## src/rtl/pipe_pkg.sv

```systemverilog
// Shared constants for the inter-stage pipeline latches: occupancy encodings
// and per-stage payload widths.
package pipe_pkg;

  // Occupancy is {h_v, s_v}; 2'b01 is unreachable by construction.
  localparam logic [1:0] OCC_EMPTY = 2'b00;
  localparam logic [1:0] OCC_ONE   = 2'b10;
  localparam logic [1:0] OCC_FULL  = 2'b11;

  // Fetch -> decode payload: pc, raw instruction, predicted-taken flag.
  localparam int unsigned FD_PC_W    = 32;
  localparam int unsigned FD_INSTR_W = 32;
  localparam int unsigned FD_PRED_W  = 1;
  localparam int unsigned FD_W       = FD_PC_W + FD_INSTR_W + FD_PRED_W;

endpackage

```

## src/rtl/regn_en.sv

```systemverilog
// WIDTH-bit register with load enable and synchronous clear (clear wins).
module regn_en #(
  parameter int unsigned WIDTH = 8
) (
  input  logic             clk,
  input  logic             clr,
  input  logic             en,
  input  logic [WIDTH-1:0] d,
  output logic [WIDTH-1:0] q
);

  always_ff @(posedge clk) begin
    if (clr) begin
      q <= '0;
    end else if (en) begin
      q <= d;
    end
  end

endmodule

```

## src/rtl/pipe_skid_latch.sv

```systemverilog
// Pipeline stage latch with a head entry plus one skid entry, so in_ready can
// come straight from a flop; also counts back-pressure cycles, saturating.
module pipe_skid_latch
  import pipe_pkg::*;
#(
  parameter int unsigned WIDTH = 128,
  parameter int unsigned CNT_W = 16
) (
  input  logic             clk,
  input  logic             clr,
  input  logic             flush,
  input  logic             in_valid,
  input  logic [WIDTH-1:0] in_data,
  output logic             in_ready,
  output logic             out_valid,
  output logic [WIDTH-1:0] out_data,
  input  logic             out_ready,
  output logic [1:0]       count,
  output logic [CNT_W-1:0] stall_cnt
);

  logic             h_v_q, h_v_d;
  logic             s_v_q, s_v_d;
  logic [WIDTH-1:0] h_d_q, s_d_q;
  logic [WIDTH-1:0] h_din;
  logic             h_ld, s_ld;
  logic [CNT_W-1:0] stall_q, stall_d;
  logic             acc, fire;

  assign acc  = in_valid & ~s_v_q;
  assign fire = h_v_q & out_ready;

  always_comb begin
    h_v_d = h_v_q;
    s_v_d = s_v_q;
    h_ld  = 1'b0;
    s_ld  = 1'b0;
    h_din = in_data;
    unique case ({h_v_q, s_v_q})
      OCC_EMPTY: begin
        if (acc) begin
          h_v_d = 1'b1;
          h_ld  = 1'b1;
        end
      end
      OCC_ONE: begin
        if (fire && !acc) begin
          h_v_d = 1'b0;
        end else if (fire && acc) begin
          h_ld = 1'b1;
        end else if (acc) begin
          s_v_d = 1'b1;
          s_ld  = 1'b1;
        end
      end
      OCC_FULL: begin
        if (fire) begin
          s_v_d = 1'b0;
          h_ld  = 1'b1;
          h_din = s_d_q;
        end
      end
      default: begin
        h_v_d = 1'b0;
        s_v_d = 1'b0;
      end
    endcase
    // Flush clears only the valid bits; payload registers keep their contents.
    if (flush) begin
      h_v_d = 1'b0;
      s_v_d = 1'b0;
      h_ld  = 1'b0;
      s_ld  = 1'b0;
    end
  end

  always_comb begin
    stall_d = stall_q;
    if (h_v_q && !out_ready && (stall_q != '1)) begin
      stall_d = stall_q + CNT_W'(1);
    end
  end

  always_ff @(posedge clk) begin
    if (clr) begin
      h_v_q   <= 1'b0;
      s_v_q   <= 1'b0;
      stall_q <= '0;
    end else begin
      h_v_q   <= h_v_d;
      s_v_q   <= s_v_d;
      stall_q <= stall_d;
    end
  end

  regn_en #(
    .WIDTH(WIDTH)
  ) u_head (
    .clk(clk),
    .clr(clr),
    .en (h_ld),
    .d  (h_din),
    .q  (h_d_q)
  );

  regn_en #(
    .WIDTH(WIDTH)
  ) u_skid (
    .clk(clk),
    .clr(clr),
    .en (s_ld),
    .d  (in_data),
    .q  (s_d_q)
  );

  assign in_ready  = ~s_v_q;
  assign out_valid = h_v_q;
  assign out_data  = h_d_q;
  assign count     = {1'b0, h_v_q} + {1'b0, s_v_q};
  assign stall_cnt = stall_q;

endmodule

```

## config.mk

```make
export PLATFORM = sky130hd
export DESIGN_NAME = pipe_skid_latch
export DESIGN_NICKNAME = d
export VERILOG_FILES = /design/src/rtl/pipe_pkg.sv /design/src/rtl/regn_en.sv /design/src/rtl/pipe_skid_latch.sv
export SDC_FILE = /design/constraint.sdc
export NUM_CORES = 1
export LEC_CHECK = 0
export CAP_MARGIN = 20
export CORE_ASPECT_RATIO = 1.25
export CORE_MARGIN = 2
export CORE_UTILIZATION = 50
export CTS_CLUSTER_DIAMETER = 100
export CTS_CLUSTER_SIZE = 16
export DETAILED_ROUTE_END_ITERATION = 10
export PLACE_DENSITY = 0.8
export SLEW_MARGIN = 20
export SYNTH_ARGS = -nofsm -noshare
export SYNTH_HDL_FRONTEND = slang
export SYNTH_SLANG_ARGS = --single-unit
```

## constraint.sdc

```tcl
create_clock -name clk -period 2.2 [get_ports clk]
set_input_delay 0.33 -clock clk [delete_from_list [all_inputs] [get_ports clk]]
set_output_delay 0.33 -clock clk [all_outputs]
set_load 0.02 [all_outputs]
```

Yosys cells after proc, flatten, opt, wreduce, memory -nomap -nowiden
Index checks and enable logic that the tools add are counted.
{"block": "classes", "add_sub_neg": 2, "n_eq_ne": 9, "mux": 19, "bitwise_logic": 5, "n_reduce_logical": 10}
{"operator": "128-bit 2-to-1 mux", "count": 2}
{"operator": "16-bit by 1-bit adder with 16-bit output, second input constant", "count": 1}
{"operator": "16-bit inequality test, second input constant", "count": 1}
{"operator": "1-bit 2-to-1 mux", "count": 14}
{"operator": "2-bit inequality test, second input constant", "count": 6}
{"operator": "1-bit one-hot mux with 3 select lines", "count": 3}
{"operator": "5-bit AND reduction", "count": 1}
{"operator": "2-bit == test, second input constant", "count": 2}
{"operator": "1-bit logical AND", "count": 4}
{"operator": "1-bit inverter", "count": 3}
{"operator": "3-bit AND reduction", "count": 1}
{"operator": "1-bit by 1-bit adder with 2-bit output", "count": 1}
{"operator": "1-bit bitwise AND", "count": 2}
{"operator": "1-bit zero test", "count": 2}
{"operator": "2-bit zero test", "count": 1}
{"operator": "2-bit OR reduction", "count": 1}
{"block": "totals", "register_bits": 274, "input_bits": 133, "out_inout_bits": 148}

Longest topological paths before layout
Gate-level depths: netlist (run 1).
{"block": "depth", "depth_word": 7, "mapped_depth": 8}

Modules after synthesis
Synthesis (run 1) repeated with hierarchy kept, for this count alone.
{"block": "unflattened", "cells_unflattened": 1088, "hier_area_um2": 11881.4}
{"mod": "regn_en", "instances": 2, "cells_per_inst": 412, "area_each_um2": 4652.0}
{"mod": "pipe_skid_latch", "instances": 1, "cells_per_inst": 264, "area_each_um2": 2577.5}

Worst setup path before layout (run 1)
OpenSTA, ideal clock, no wires.
{"block": "synth_path", "kind": "reg2reg", "startpoint": "register h_v_q (netlist: out_valid)", "endpoint": "register u_head.q[75]", "setup_ns": 0.089, "arrival_time_ns": 2.073, "t_required_ns": 2.111, "slack_ns": 0.038, "stages_incl_launch_ff": 9, "n_path_buf": 2, "period_less_slack_ns": 2.162, "cell_sequence": "dfxtp_1 inv_1 ha_1 and3b_1 a311o_1 and2_1 buf_6 buf_4 a311oi_2"}
{"block": "synth_via", "elab_chain_len": 6}
{"element": "start: declaration", "line_no": "pipe_skid_latch.sv:22", "source": "logic h_v_q, h_v_d;"}
{"element": "start signal: assignment", "line_no": "pipe_skid_latch.sv:90", "source": "h_v_q <= h_v_d;"}
{"element": "1-bit bitwise AND", "line_no": "pipe_skid_latch.sv:31", "source": "assign fire = h_v_q & out_ready;"}
{"element": "1-bit logical AND", "line_no": "pipe_skid_latch.sv:49", "source": "end else if (fire && acc) begin"}
{"element": "1-bit 2-to-1 mux", "line_no": "pipe_skid_latch.sv:49"}
{"element": "1-bit 2-to-1 mux", "line_no": "pipe_skid_latch.sv:47", "source": "if (fire && !acc) begin"}
{"element": "1-bit one-hot mux with 3 select lines", "line_no": "pipe_skid_latch.sv:39", "source": "unique case ({h_v_q, s_v_q})"}
{"element": "1-bit 2-to-1 mux", "line_no": "pipe_skid_latch.sv:69", "source": "if (flush) begin"}
{"element": "end signal: assignment", "line_no": "regn_en.sv:14", "source": "q <= '0;"}
{"element": "end signal: assignment", "line_no": "regn_en.sv:16", "source": "q <= d;"}
{"element": "end: declaration", "line_no": "regn_en.sv:9", "source": "output logic [WIDTH-1:0] q"}
Several ways; a longest one is shown, not always the timed one.
A chain may end at the register's enable or synchronous reset.

Worst setup path after layout (run 1)
{"block": "layout_path", "startpoint": "register s_v_q", "endpoint": "register u_head.q[51]"}
{"block": "layout_via", "elab_chain_len": 7}
{"element": "start: declaration", "line_no": "pipe_skid_latch.sv:23", "source": "logic s_v_q, s_v_d;"}
{"element": "start signal: assignment", "line_no": "pipe_skid_latch.sv:91", "source": "s_v_q <= s_v_d;"}
{"element": "1-bit inverter", "line_no": "pipe_skid_latch.sv:30", "source": "assign acc = in_valid & ~s_v_q;"}
{"element": "1-bit bitwise AND", "line_no": "pipe_skid_latch.sv:30"}
{"element": "1-bit logical AND / 1-bit zero test (equally long branches)", "line_no": "pipe_skid_latch.sv:49, pipe_skid_latch.sv:47"}
{"element": "1-bit 2-to-1 mux / 1-bit logical AND (equally long branches)", "line_no": "pipe_skid_latch.sv:49, pipe_skid_latch.sv:47"}
{"element": "1-bit 2-to-1 mux", "line_no": "pipe_skid_latch.sv:47"}
{"element": "1-bit one-hot mux with 3 select lines", "line_no": "pipe_skid_latch.sv:39"}
{"element": "1-bit 2-to-1 mux", "line_no": "pipe_skid_latch.sv:69"}
Several ways; a longest one is shown, not always the timed one.

==> results of run 1 <==
-- worst max-delay path, cell delays in order, from the launching register on --
cell	delay [ns]
dfxtp_2	0.39
inv_1	0.09
ha_1	0.23
and3b_1	0.19
a311o_2	0.42
and2_4	0.22
buf_12	0.22
a311oi_2	0.26
-- through the flow --
| stage | setup TNS (ns) | cells | hold slack [ns] | util, % | setup slack, ns |
|---|---|---|---|---|---|
| after global routing | -0.145 | 1912 | 0.237 | 66.4 | -0.0219 |
| after floorplan | 0 | 1403 | 0.409 | - | 0.0382 |
| after global placement | -3.61 | 1886 | 0.441 | 63.9 | -0.0833 |
| after detailed placement | -10.58 | 1886 | 0.447 | 63.9 | -0.231 |
| final | 0 | 1912 | 0.231 | 66.4 | 0.0584 |
| after CTS | 0 | 1909 | 0.222 | 66.3 | 0.0477 |
-- layout by cell type (no fill, tap or decap), types with 2 or more instances in the layout --
cell type	instances
clkbuf_16	21
nor4_1	3
mux2_2	3
a311oi_2	122
inv_1	3
ha_1	5
nand3_1	3
nor2_1	12
clkdlybuf4s50_1	277
nor3_1	4
buf_4	18
nand2_1	518
or3_1	7
diode_2	3
dfxtp_1	273
a21oi_1	265
a311oi_1	7
nand4_1	5
o21ai_0	5
or4_1	2
a211oi_1	2
buf_12	21
a31oi_1	2
o31ai_1	3
mux2i_1	2
nand2b_1	2
dlygate4sd2_1	2
nor2b_1	6
-- repair_timing --
item	in CTS	in global routing
pin swaps	0	0
setup endpoints to repair	3	53
gates resized for setup	3	3
-- per-layer routing --
layer / GRT usage [%] / part of all wire [%]
met1: 30.3 / 39
met2: 43.7 / 50
met3: 4.50 / 6.1
met4: 12.7 / 5.2
met5: 0 / 0
-- logic make-up after synthesis --
logic type      Yosys count  synth area share (%)
flops                   274                  46.2
simple gates            576                  19.5
fa+ha+maj                 5                 0.527
mux                       6                 0.548
buf+inv                 132                  5.30
compound gates          410                  27.9
-- state kept, by name, summed over array words and instances, names as in the netlist --
| signal | flops |
|---|---|
| u_skid.q | 128 |
| out_valid | 1 |
| s_v_q | 1 |
| u_head.q | 128 |
| stall_cnt | 16 |
-- cell type report --
type,count,area (um^2)
clock inverter,2,25.0
clock buffer,21,526
fill,1920,7900
timing repair buffer,320,3370
tap,292,365
multi-input combinational,997,5800
antenna,3,7.51
inverter,3,11.3
sequential,274,5490
-- power by group through the flow --
stage	registers [mW]	logic, mW	clock network (mW)
2_1_floorplan	5.61	0.771	0
3_3_place_gp	5.41	1.78	0
3_5_place_dp	5.41	1.81	0
4_1_cts	5.30	1.82	3.53
5_1_grt	5.31	1.94	3.68
6_report	5.30	1.81	3.42
-- final timing paths --
kind | cells after the start | to | from
hold / removal | 2 | u_skid.q[35] | clr
setup / recovery | 7 | u_head.q[51] | s_v_q
setup reg to reg | 7 | u_head.q[51] | s_v_q
hold reg to reg | 2 | u_skid.q[56] | u_skid.q[56]
-- cells in the mapped netlist (all sizes together) (5+ instances only) --
library cell / n / area (um^2)
a21oi: 265 / 1330
o21ai: 5 / 25.0
a311oi: 129 / 1880
buf: 45 / 303
nor2b: 6 / 37.5
ha: 5 / 62.6
nand2: 519 / 1950
clkbuf: 84 / 315
nand4: 5 / 31.3
nor4: 5 / 52.6
dfxtp: 274 / 5490
nor2: 13 / 48.8
or3: 7 / 43.8
==> results by group, run 1 <==
Status
  • Outcome: finished, final reports clean

Global routing
  • Overflow left after global routing: 0
  • First-pass GRT wire length: around 52,000 um
  • Number of antenna violations at the first check in global routing: 3
  • Vias in the first global route: between 10,000 and 15,000
  • Global-route usage over all layers: between 20 and 30%
  • Pin count of the biggest net entering global routing: 100

Clock network
  • CTS Root Cell: clkbuf_16
  • Number of buffers inserted by hold repair at cts: 0
  • TritonCTS Sinks: roughly 270
  • Max Root-Sink Buffers: 3
  • Post-CTS setup repair buffer count: 0
  • Clock transition time at the flip-flop clock pins of the worst setup and hold paths: ~0.070 ns
  • Max H-tree Level: 1
  • Insertion delay to the later sink of the worst-skew pair: ~0.50 ns
  • TritonCTS clock tree: done
  • Number of buffers created by CTS: 21

Critical path
  • Worst Path Class, Setup: reg2reg
  • Maximum fanout along the worst path: 39
  • Reg-to-reg setup timing slack: about 0.058 ns
  • Critical path launch point type: register
  • Data required, critical path: 2.60 ns
  • Capturing element type of the critical path: register
  • Worst endpoint data arrival time: ~2.5 ns

Synth
  • Synth unique cells: 43
  • FFs w/ async S/R, synth: 0%
  • Most instantiated flip-flop cell in the synthesis netlist: dfxtp_1
  • Sequential element share of the synthesized area: between 40 and 50%
  • Number of register bits inferred by synthesis: around 270
  • Synthesized instance count: around 1,400
  • Post-Synthesis Mean Instance Area: approximately 8.5 um^2
  • Cell area after synthesis: 11,900 um^2
  • YS warnings: 0
  • Post-synth net total: 1,541
  • Number of enable-type register cells in the synthesized netlist: 0

STA
  • RSZ-0062 raised after global routing: yes
  • Slew margin rel.: a little under two thirds
  • Fmax: 467 MHz
  • Final-report setup violation count: 0
  • Pin slew with the least headroom to its limit: around 0.55 ns
  • Skew final: approximately 0.013 ns
  • Max-slew violation count: 0
  • Final Hold Fails: 0
  • Post-route minimum period: between 2 and 2.5 ns
  • Share of the clock period used by the worst path after layout: 97.3%

Place
  • GPL Wtd Cong: a little over 0.8
  • Input/output buffers: 280
  • Detailed placement HPWL: 20,700 um
  • DP Area: between 15,000 and 20,000 um^2

Hold path
  • Tightest Hold Check Type: in2reg

Power
  • Comb power frac: about 17%
  • Relative contribution of sequential cells to total power: 50.3%
  • Worst ir drop on vdd: approximately 0.6 mV
  • Cell Pwr Density: 675 nW/um^2
  • Switching share of power: a little over a quarter
  • Total power consumption of the routed design: 10.5 mW
  • Leak: 5.24 nW
  • Switch Pwr: 2.78 mW
  • Power share of the clock group: about a third
  • Internal power contribution: roughly 7.7 mW

Floorplan
  • DIE WIDTH: around 140 um
  • Die area: around 25,000 um^2
  • Placeable core area: 23,500 um^2
  • Core Rows: 63
  • I/O pin cnt: 281
  • Starting utilization of the core area: approximately half
  • Die extent in y: roughly 180 um

Routing
  • Via density per instance: approximately 5.8
  • Total Routed Length: around 33,000 um
  • DRT Pass-1 Iters: 6
  • Final routed DRC violation total: 0
  • Antenna-violating nets left: 0
  • 1st-iter DRT viols: ~740
  • Average wire per cell in the routed design: about 17 um
  • Vias post-DR: 11,016

Flow run
  • Max-capacitance violation count: 0

Cells and area
  • Layout overhead on the synthesized area: 31.3%
  • Number of nets in the layout: 1,755
  • Post-route standard cell area excluding fillers: around 16,000 um^2
  • Fraction of final layout cells with drive strength greater than 1: approximately an eighth
(Power assumes the default switching activity.)
==> run 2, diff against run 1 <==
Settings changed: ABC_AREA set to 1.
==> results by group, run 2 <==
Status
  • Outcome: finished, final reports clean

Critical path
  • Cell count of the worst reg-to-reg path: 9 (+2)
  • Capturing point of the worst reg2reg path: u_head.q[86]
  • Reg-to-reg setup timing slack: 0.24 ns (+0.18 ns)
  • Worst Path Class, Setup: reg2out
  • Cell class contributing the biggest share of worst-path delay: buffers and inverters
  • Data required, critical path: 1.87 ns (-0.73 ns)
  • Max incr delay on CP: 0.44 ns (+0.02 ns)
  • Critical path launch point type: register
  • Worst endpoint data arrival time: 1.72 ns (-0.82 ns)
  • Capturing element type of the critical path: primary output
  • CP Buf/Inv Count: 2 (unchanged)
  • Start of the worst register-to-register path: s_v_q
  • Cell Chain, Critical Path: inv_1, ha_1, dlygate4sd2_1
  • Slowest cell on the critical path: dfxtp_1
  • Maximum fanout along the worst path: 5 (-87%)

Power
  • Switch Pwr: 2.67 mW (-4.1%)
  • Worst ir drop on vdd: 0.496 mV (-17%)
  • Relative contribution of sequential cells to total power: 51.4% (+1.1 points)
  • Internal power contribution: 7.52 mW (-2.9%)
  • Cell Pwr Density: 667 nW/um^2 (-1.2%)
  • Comb power frac: 14.6% (-2.6 points)
  • Leak: 5.83 nW (+11%)
  • Power share of the clock group: 34.0% (+1.5 points)
  • Switching share of power: 26.2% (-0.24 points)

Routing
  • DRT Pass-1 Iters: 5 (-1)
  • Average wire per cell in the routed design: 16.4 um (-5.1%)
  • 1st-iter DRT viols: 916 (+25%)
  • Vias post-DR: 12,035 (+9.3%)
  • Total Routed Length: 35,500 um (+7.6%)
  • Antenna-violating nets left: 0 (unchanged)
  • Final routed DRC violation total: 0 (unchanged)
  • Via density per instance: 5.55 (-3.7%)

Global routing
  • Vias in the first global route: 11,475 (+8.8%)
  • Overflow left after global routing: 0 (unchanged)
  • First-pass GRT wire length: 56,600 um (+8.3%)
  • Number of antenna violations at the first check in global routing: 2 (-1)
  • Global-route usage over all layers: 27.3% (+1.9 points)
  • Pin count of the biggest net entering global routing: 141 (+41%)

Clock network
  • TritonCTS clock tree: done
  • Max H-tree Level: 1 (unchanged)
  • Number of buffers inserted by hold repair at cts: 0 (unchanged)
  • Clock transition time at the flip-flop clock pins of the worst setup and hold paths: 0.07 ns (about the same)
  • TritonCTS Sinks: 274 (unchanged)
  • Max Root-Sink Buffers: 3 (unchanged)
  • Post-CTS setup repair buffer count: 0 (unchanged)
  • Number of buffers created by CTS: 21 (unchanged)
  • Insertion delay to the later sink of the worst-skew pair: 0.51 ns (about the same)
  • CTS Root Cell: clkbuf_16

STA
  • Final Hold Fails: 0 (unchanged)
  • Share of the clock period used by the worst path after layout: 93.3% (-4.1 points)
  • Skew final: 0.0181 ns (+0.00545 ns)
  • Fmax: 487 MHz (+4.4%)
  • Final setup margin: 0.148 ns (+0.0898 ns)
  • Slew margin rel.: 55.1% (-8.2 points)
  • Pin slew with the least headroom to its limit: 0.673 ns (+0.124 ns)
  • Final-report setup violation count: 0 (unchanged)
  • Max-slew violation count: 0 (unchanged)
  • Final Hold Slack: 0.450 ns (+0.219 ns)
  • Sum of negative setup slack: 0 ns (unchanged)
  • Post-route minimum period: 2.05 ns (-0.0898 ns)
  • RSZ-0062 raised after global routing: no

Floorplan
  • Die extent in y: 175 um (-0.49%)
  • Placeable core area: 23,000 um^2 (-1.9%)
  • I/O pin cnt: 281 (unchanged)
  • DIE WIDTH: 141 um (-0.48%)
  • Starting utilization of the core area: 51.0% (+0.48 points)
  • Core Rows: 62 (-1.6%)
  • Die area: 24,800 um^2 (-0.97%)

Cells and area
  • Top library cells by usage in the layout, fill and taps aside: 407 x nand2_1, 277 x clkdlybuf4s50_1, 273 x dfxtp_1, 235 x nand3_1, 219 x nor2_1
  • Leading cell type in the layout, fill and taps excluded: nand2_1
  • Sequential cell area: 5490 um^2 (unchanged)
  • Fill cell total of the finished layout: 1,981 (+3.2%)
  • Number of nets in the layout: 2,016 (+15%)
  • Area of the multi-input gates: 5490 um^2 (-5.4%)
  • Layout overhead on the synthesized area: 29.9%
  • Fraction of final layout cells with drive strength greater than 1: 3.41% (-8.9 points)

Synth
  • Synth unique cells: 24 (-44%)
  • Top post-synthesis cells by area: dfxtp_1 47%, nand2_1 13%, nand3_1 10%
  • Synthesized instance count: 1,689 (+20%)
  • Post-Synthesis Mean Instance Area: 6.96 um^2 (-18%)
  • Most frequently used cell type in the post-synthesis netlist: nand2_1
  • Top-area cell type share of the netlist area: 46.7% (+0.46 points)
  • Number of enable-type register cells in the synthesized netlist: 0 (unchanged)
  • Sequential element share of the synthesized area: 46.7% (+0.46 points)
  • Leading cell types by count after synthesis: 408 x nand2_1, 274 x dfxtp_1, 235 x nand3_1
  • Most instantiated flip-flop cell in the synthesis netlist: dfxtp_1
  • YS warnings: 0 (unchanged)
  • Cell accounting for the most synthesized area: dfxtp_1
  • Post-synth net total: 1,827 (+19%)
  • Number of register bits inferred by synthesis: 274 (unchanged)
  • Cell area after synthesis: 11,800 um^2 (-0.99%)
  • FFs w/ async S/R, synth: 0% (unchanged)

Place
  • Detailed placement HPWL: 21,400 um (+3.2%)
  • GPL Wtd Cong: 0.816 (+1.0%)
  • Input/output buffers: 280 (unchanged)
  • Setup Slack @ Placement: 0.0966 ns (+0.328 ns)

Hold path
  • Tightest Hold Check Type: reg2reg
  • Hold Startpoint: u_skid.q[97]
  • Cell count of the worst hold path: 2 (unchanged)
  • Min-Delay Endpoint: u_skid.q[97]

Flow run
  • Max-capacitance violation count: 0 (unchanged)
-- run 2: cell types whose count changed after synthesis, sizes merged, moves of 4 or more --
| cell | previous run | this run |
|---|---|---|
| o21ai | 5 | 163 |
| buf | 45 | 74 |
| nor2b | 6 | 0 |
| xor2 | 0 | 4 |
| or3 | 7 | 0 |
| clkbuf | 84 | 64 |
| a21oi | 265 | 176 |
| mux2 | 4 | 0 |
| inv | 3 | 50 |
| nand2 | 519 | 411 |
| nor2 | 13 | 222 |
| a311oi | 129 | 0 |
| nand3 | 3 | 236 |
| nor4 | 5 | 0 |
-- run 2: worst max path at each step --
stage               from           end  slack, ns  cells past startpoint
3_3_place_gp   out_ready  u_head.q[16]       0.13                      9
2_1_floorplan  out_valid  u_head.q[76]       0.36                      8
5_1_grt            s_v_q      count[0]       0.05                      3
6_report           s_v_q      count[0]       0.15                      3
3_5_place_dp   out_ready  u_head.q[61]        0.1                      8
4_1_cts            s_v_q      count[1]      0.005                      2
-- run 2: tightest hold or removal path, delay by kind of cell (launching register included) --
family / cells / cell delay, ns
flip-flops: 1 / 0.30
buffers and inverters: 1 / 0.05
AO/OA/AOI/OAI: 1 / 0.05
-- run 2: timing repair --
action | in CTS | in global routing
cloned | 0 | 1
setup endpoints to repair | 2 | 101
resized for setup | 2 | 4
-- run 2: power by group through the flow --
| stage | Clock, mW | Combinational [mW] | Sequential, mW |
|---|---|---|---|
| 2_1_floorplan | 0 | 0.620 | 5.48 |
| 3_3_place_gp | 0 | 1.44 | 5.35 |
| 3_5_place_dp | 0 | 1.46 | 5.35 |
| 4_1_cts | 3.53 | 1.47 | 5.24 |
| 5_1_grt | 3.71 | 1.62 | 5.26 |
| 6_report | 3.46 | 1.49 | 5.24 |
-- run 2: kinds of logic (layout without fill, tap and decap cells) --
| group | Yosys count | after routing | share of synthesized area [%] |
|---|---|---|---|
| fa+ha+maj | 5 | 5 | 0.532 |
| other cells | 0 | 3 | 0 |
| xor+xnor | 6 | 6 | 0.447 |
| buf+inv | 188 | 377 | 7.03 |
| compound gates | 340 | 340 | 14.5 |
| flops | 274 | 274 | 46.7 |
| simple gates | 876 | 876 | 30.8 |
-- run 2: through the flow --
step / instances / total power [mW] / utilization (%) / cell area (um^2)
after floorplan: 1689 / 6.10 / - / 11800
after global placement: 2142 / 6.79 / 63.7 / 14700
after detailed placement: 2142 / 6.81 / 63.7 / 14700
after CTS: 2165 / 10.2 / 66.1 / 15200
after global routing: 2168 / 10.6 / 66.3 / 15300
final: 2169 / 10.2 / 66.3 / 15300
-- run 2: area by class of cell --
type	instances	area share, %
Sequential cell	274	35.9
Multi-Input combinational cell	1227	35.9
Timing Repair Buffer	304	20.9
Clock buffer	21	3.44
Tap cell	288	2.36
Inverter	50	1.26
Clock inverter	2	0.164
Antenna cell	3	0.0492
-- run 2: layer usage --
layer,GRT usage (%),vias up,wire (um)
met5,0,-,0
met4,10.1,0,1230
met3,5.62,84,2760
met2,47.6,487,17400
met1,33.1,5587,14200
li1,-,5877,-
==> run 3, diff against run 2 <==
Settings changed: CORE_MARGIN 2 to 1.5, GPL_TIMING_DRIVEN set to 0, TNS_END_PERCENT set to 5.
==> results by group, run 3 (synthesized netlist as in run 2, its figures left out) <==
Status
  • Outcome: finished, final reports clean

Cells and area
  • Fraction of final layout cells with drive strength greater than 1: 5.93% (+2.5 points)
  • Post-route standard cell area excluding fillers: 15,500 um^2 (+1.5%)
  • Ant. Diodes: 0 (-3)
  • Final core occ: 67.3% (+0.98 points)
  • Leading cell type in the layout, fill and taps excluded: nand2_1
  • Sequential cell area: 5490 um^2 (about the same)
  • Area of the multi-input gates: 5440 um^2 (-0.78%)
  • Number of nets in the layout: 2,129 (+5.6%)
  • Top library cells by usage in the layout, fill and taps aside: 408 x nand2_1, 278 x clkdlybuf4s50_1, 272 x dfxtp_1, 235 x nand3_1, 220 x nor2_1
  • Layout overhead on the synthesized area: 31.9%
  • Fill cell total of the finished layout: 2,048 (+3.4%)

Critical path
  • Cell Chain, Critical Path: ha_1, clkdlybuf4s50_1
  • Start of the worst register-to-register path: out_valid
  • Worst setup path start: out_valid
  • Cell class contributing the biggest share of worst-path delay: buffers and inverters
  • CP Buf/Inv Count: 1 (-1)
  • Depth of the critical timing path with buffers and inverters included: 2 (-1)
  • Slowest cell on the critical path: clkdlybuf4s50_1
  • Crit path capture: count[1]
  • Worst Path Class, Setup: reg2out
  • Worst endpoint data arrival time: 1.73 ns (about the same)
  • Critical path launch point type: register
  • Data required, critical path: 1.87 ns (about the same)
  • Cell count of the worst reg-to-reg path: 9 (unchanged)
  • Max incr delay on CP: 0.64 ns (+0.20 ns)
  • Reg-to-reg setup timing slack: 0.20 ns (-0.04 ns)
  • Capturing point of the worst reg2reg path: u_head.q[126]
  • Maximum fanout along the worst path: 5 (unchanged)
  • Capturing element type of the critical path: primary output

Floorplan
  • DIE WIDTH: 140 um (-0.71%)
  • Die area: 24,400 um^2 (-1.3%)
  • Placeable core area: 23,000 um^2 (unchanged)
  • Starting utilization of the core area: 51.0% (unchanged)
  • Die extent in y: 174 um (-0.57%)
  • Core Rows: 62 (unchanged)
  • I/O pin cnt: 281 (unchanged)

STA
  • Fmax: 486 MHz (-0.22%)
  • Max-slew violation count: 0 (unchanged)
  • Slew margin rel.: 33.1% (-22 points)
  • Final-report setup violation count: 0 (unchanged)
  • RSZ-0062 raised after global routing: no
  • Final Hold Fails: 0 (unchanged)
  • Post-route minimum period: 2.06 ns (+0.00459 ns)
  • Sum of negative setup slack: 0 ns (unchanged)
  • Pin slew with the least headroom to its limit: 1.00 ns (+0.331 ns)
  • Share of the clock period used by the worst path after layout: 93.5% (+0.21 points)
  • Skew final: 0.0242 ns (+0.00608 ns)

Global routing
  • Vias in the first global route: 11,587 (+0.98%)
  • Pin count of the biggest net entering global routing: 17 (-88%)
  • Global-route usage over all layers: 28.3% (+1.0 points)
  • Number of antenna violations at the first check in global routing: 2 (unchanged)
  • First-pass GRT wire length: 56,800 um (+0.41%)
  • Overflow left after global routing: 0 (unchanged)

Clock network
  • TritonCTS Sinks: 274 (unchanged)
  • TritonCTS clock tree: done
  • Number of buffers inserted by hold repair at cts: 0 (unchanged)
  • Number of buffers created by CTS: 21 (unchanged)
  • Clock transition time at the flip-flop clock pins of the worst setup and hold paths: 0.08 ns (about the same)
  • Max Root-Sink Buffers: 3 (unchanged)
  • CTS Root Cell: clkbuf_16
  • Max H-tree Level: 1 (unchanged)
  • Post-CTS setup repair buffer count: 0 (unchanged)
  • Insertion delay to the later sink of the worst-skew pair: 0.52 ns (about the same)

Hold path
  • Tightest Hold Check Type: in2reg
  • Hold Startpoint: clr

Flow run
  • Max-capacitance violation count: 0 (unchanged)

Place
  • Detailed placement HPWL: 25,400 um (+19%)
  • Input/output buffers: 279 (-0.36%)
  • DP Area: 14,900 um^2 (+1.6%)
  • GPL Wtd Cong: 0.921 (+13%)

Power
  • Cell Pwr Density: 659 nW/um^2 (-1.2%)
  • Power share of the clock group: 34.2% (+0.2 points)
  • Switching share of power: 26.3% (+0.14 points)
  • Internal power contribution: 7.53 mW (+0.12%)
  • Switch Pwr: 2.69 mW (+0.82%)
  • Worst ir drop on vdd: 0.568 mV (+14%)
  • Total power consumption of the routed design: 10.2 mW (+0.31%)
  • Relative contribution of sequential cells to total power: 51.1% (-0.3 points)
  • Comb power frac: 14.7% (about the same)
  • Leak: 6.00 nW (+3.0%)

Routing
  • Total Routed Length: 35,300 um (-0.67%)
  • Average wire per cell in the routed design: 15.5 um (-5.5%)
  • DRT Pass-1 Iters: 5 (unchanged)
  • Antenna-violating nets left: 0 (unchanged)
  • Final routed DRC violation total: 0 (unchanged)
  • 1st-iter DRT viols: 770 (-16%)
  • Vias post-DR: 12,283 (+2.1%)
  • Via density per instance: 5.39 (-2.9%)
run 3: cell count changes in the layout (fill, tap and decap cells not counted), sizes merged:
| cell | change |
|---|---|
| buf | +42 |
| clkbuf | +71 |
| clkdlybuf4s50 | +1 |
| clkinv | -2 |
| diode | -3 |
| dlymetal6s2s | -1 |
| inv | +2 |
run 3: worst min path at each step:
stage | endpoint | slack, ns | cells after the start
after floorplan | u_skid.q[97] | 0.42 | 2
after global placement | u_skid.q[110] | 0.43 | 2
after detailed placement | u_skid.q[124] | 0.44 | 2
after CTS | u_head.q[106] | 0.41 | 3
after global routing | u_head.q[113] | 0.46 | 3
final | u_head.q[117] | 0.43 | 3
run 3: final cells by class:
cell class	count	share of cell area, %
Sequential cell	274	35.4
Multi-Input combinational cell	1227	35.1
Timing Repair Buffer	279	18.0
Buffer	138	4.36
Clock buffer	21	3.39
Tap cell	288	2.32
Inverter	50	1.23
Clock inverter	2	0.161
run 3: worst register-to-register path: cells and delay by family, from the launching register on:
family                   cells  cell delay [ns]
buffers and inverters        3             0.74
flip-flops                   1             0.35
AND/OR/NAND/NOR              3             0.33
AO/OA/AOI/OAI                2             0.28
adder cells (fa/ha/maj)      1             0.21
run 3: metal layers:
metal | global-route usage [%] | vias up | routed length, um
met5 | 0 | - | 0
met4 | 9.65 | 0 | 1070
met3 | 6.67 | 68 | 2780
met2 | 49.5 | 453 | 17100
met1 | 34.0 | 5649 | 14300
li1 | - | 6113 | -
run 3: through the flow:
step / worst slack (ns) / hold slack (ns) / std cells
after detailed placement: -0.254 / 0.441 / 2256
after floorplan: 0.360 / 0.424 / 1689
final: 0.144 / 0.427 / 2279
after global placement: -0.252 / 0.434 / 2256
after global routing: 0.0125 / 0.462 / 2279
after CTS: 0.0439 / 0.414 / 2279
run 3: power by group through the flow:
stage	Sequential, mW	Clock [mW]	Combinational (mW)
after floorplan	5.48	0	0.620
after global placement	5.33	0	1.46
after detailed placement	5.34	0	1.48
after CTS	5.23	3.54	1.49
after global routing	5.25	3.73	1.64
final	5.23	3.50	1.50
run 3: what timing repair did:
item,4_1_cts,5_1_grt
hold endpoints to repair,0,0
endpoints found under the setup margin,101,121
resized for setup,2,31
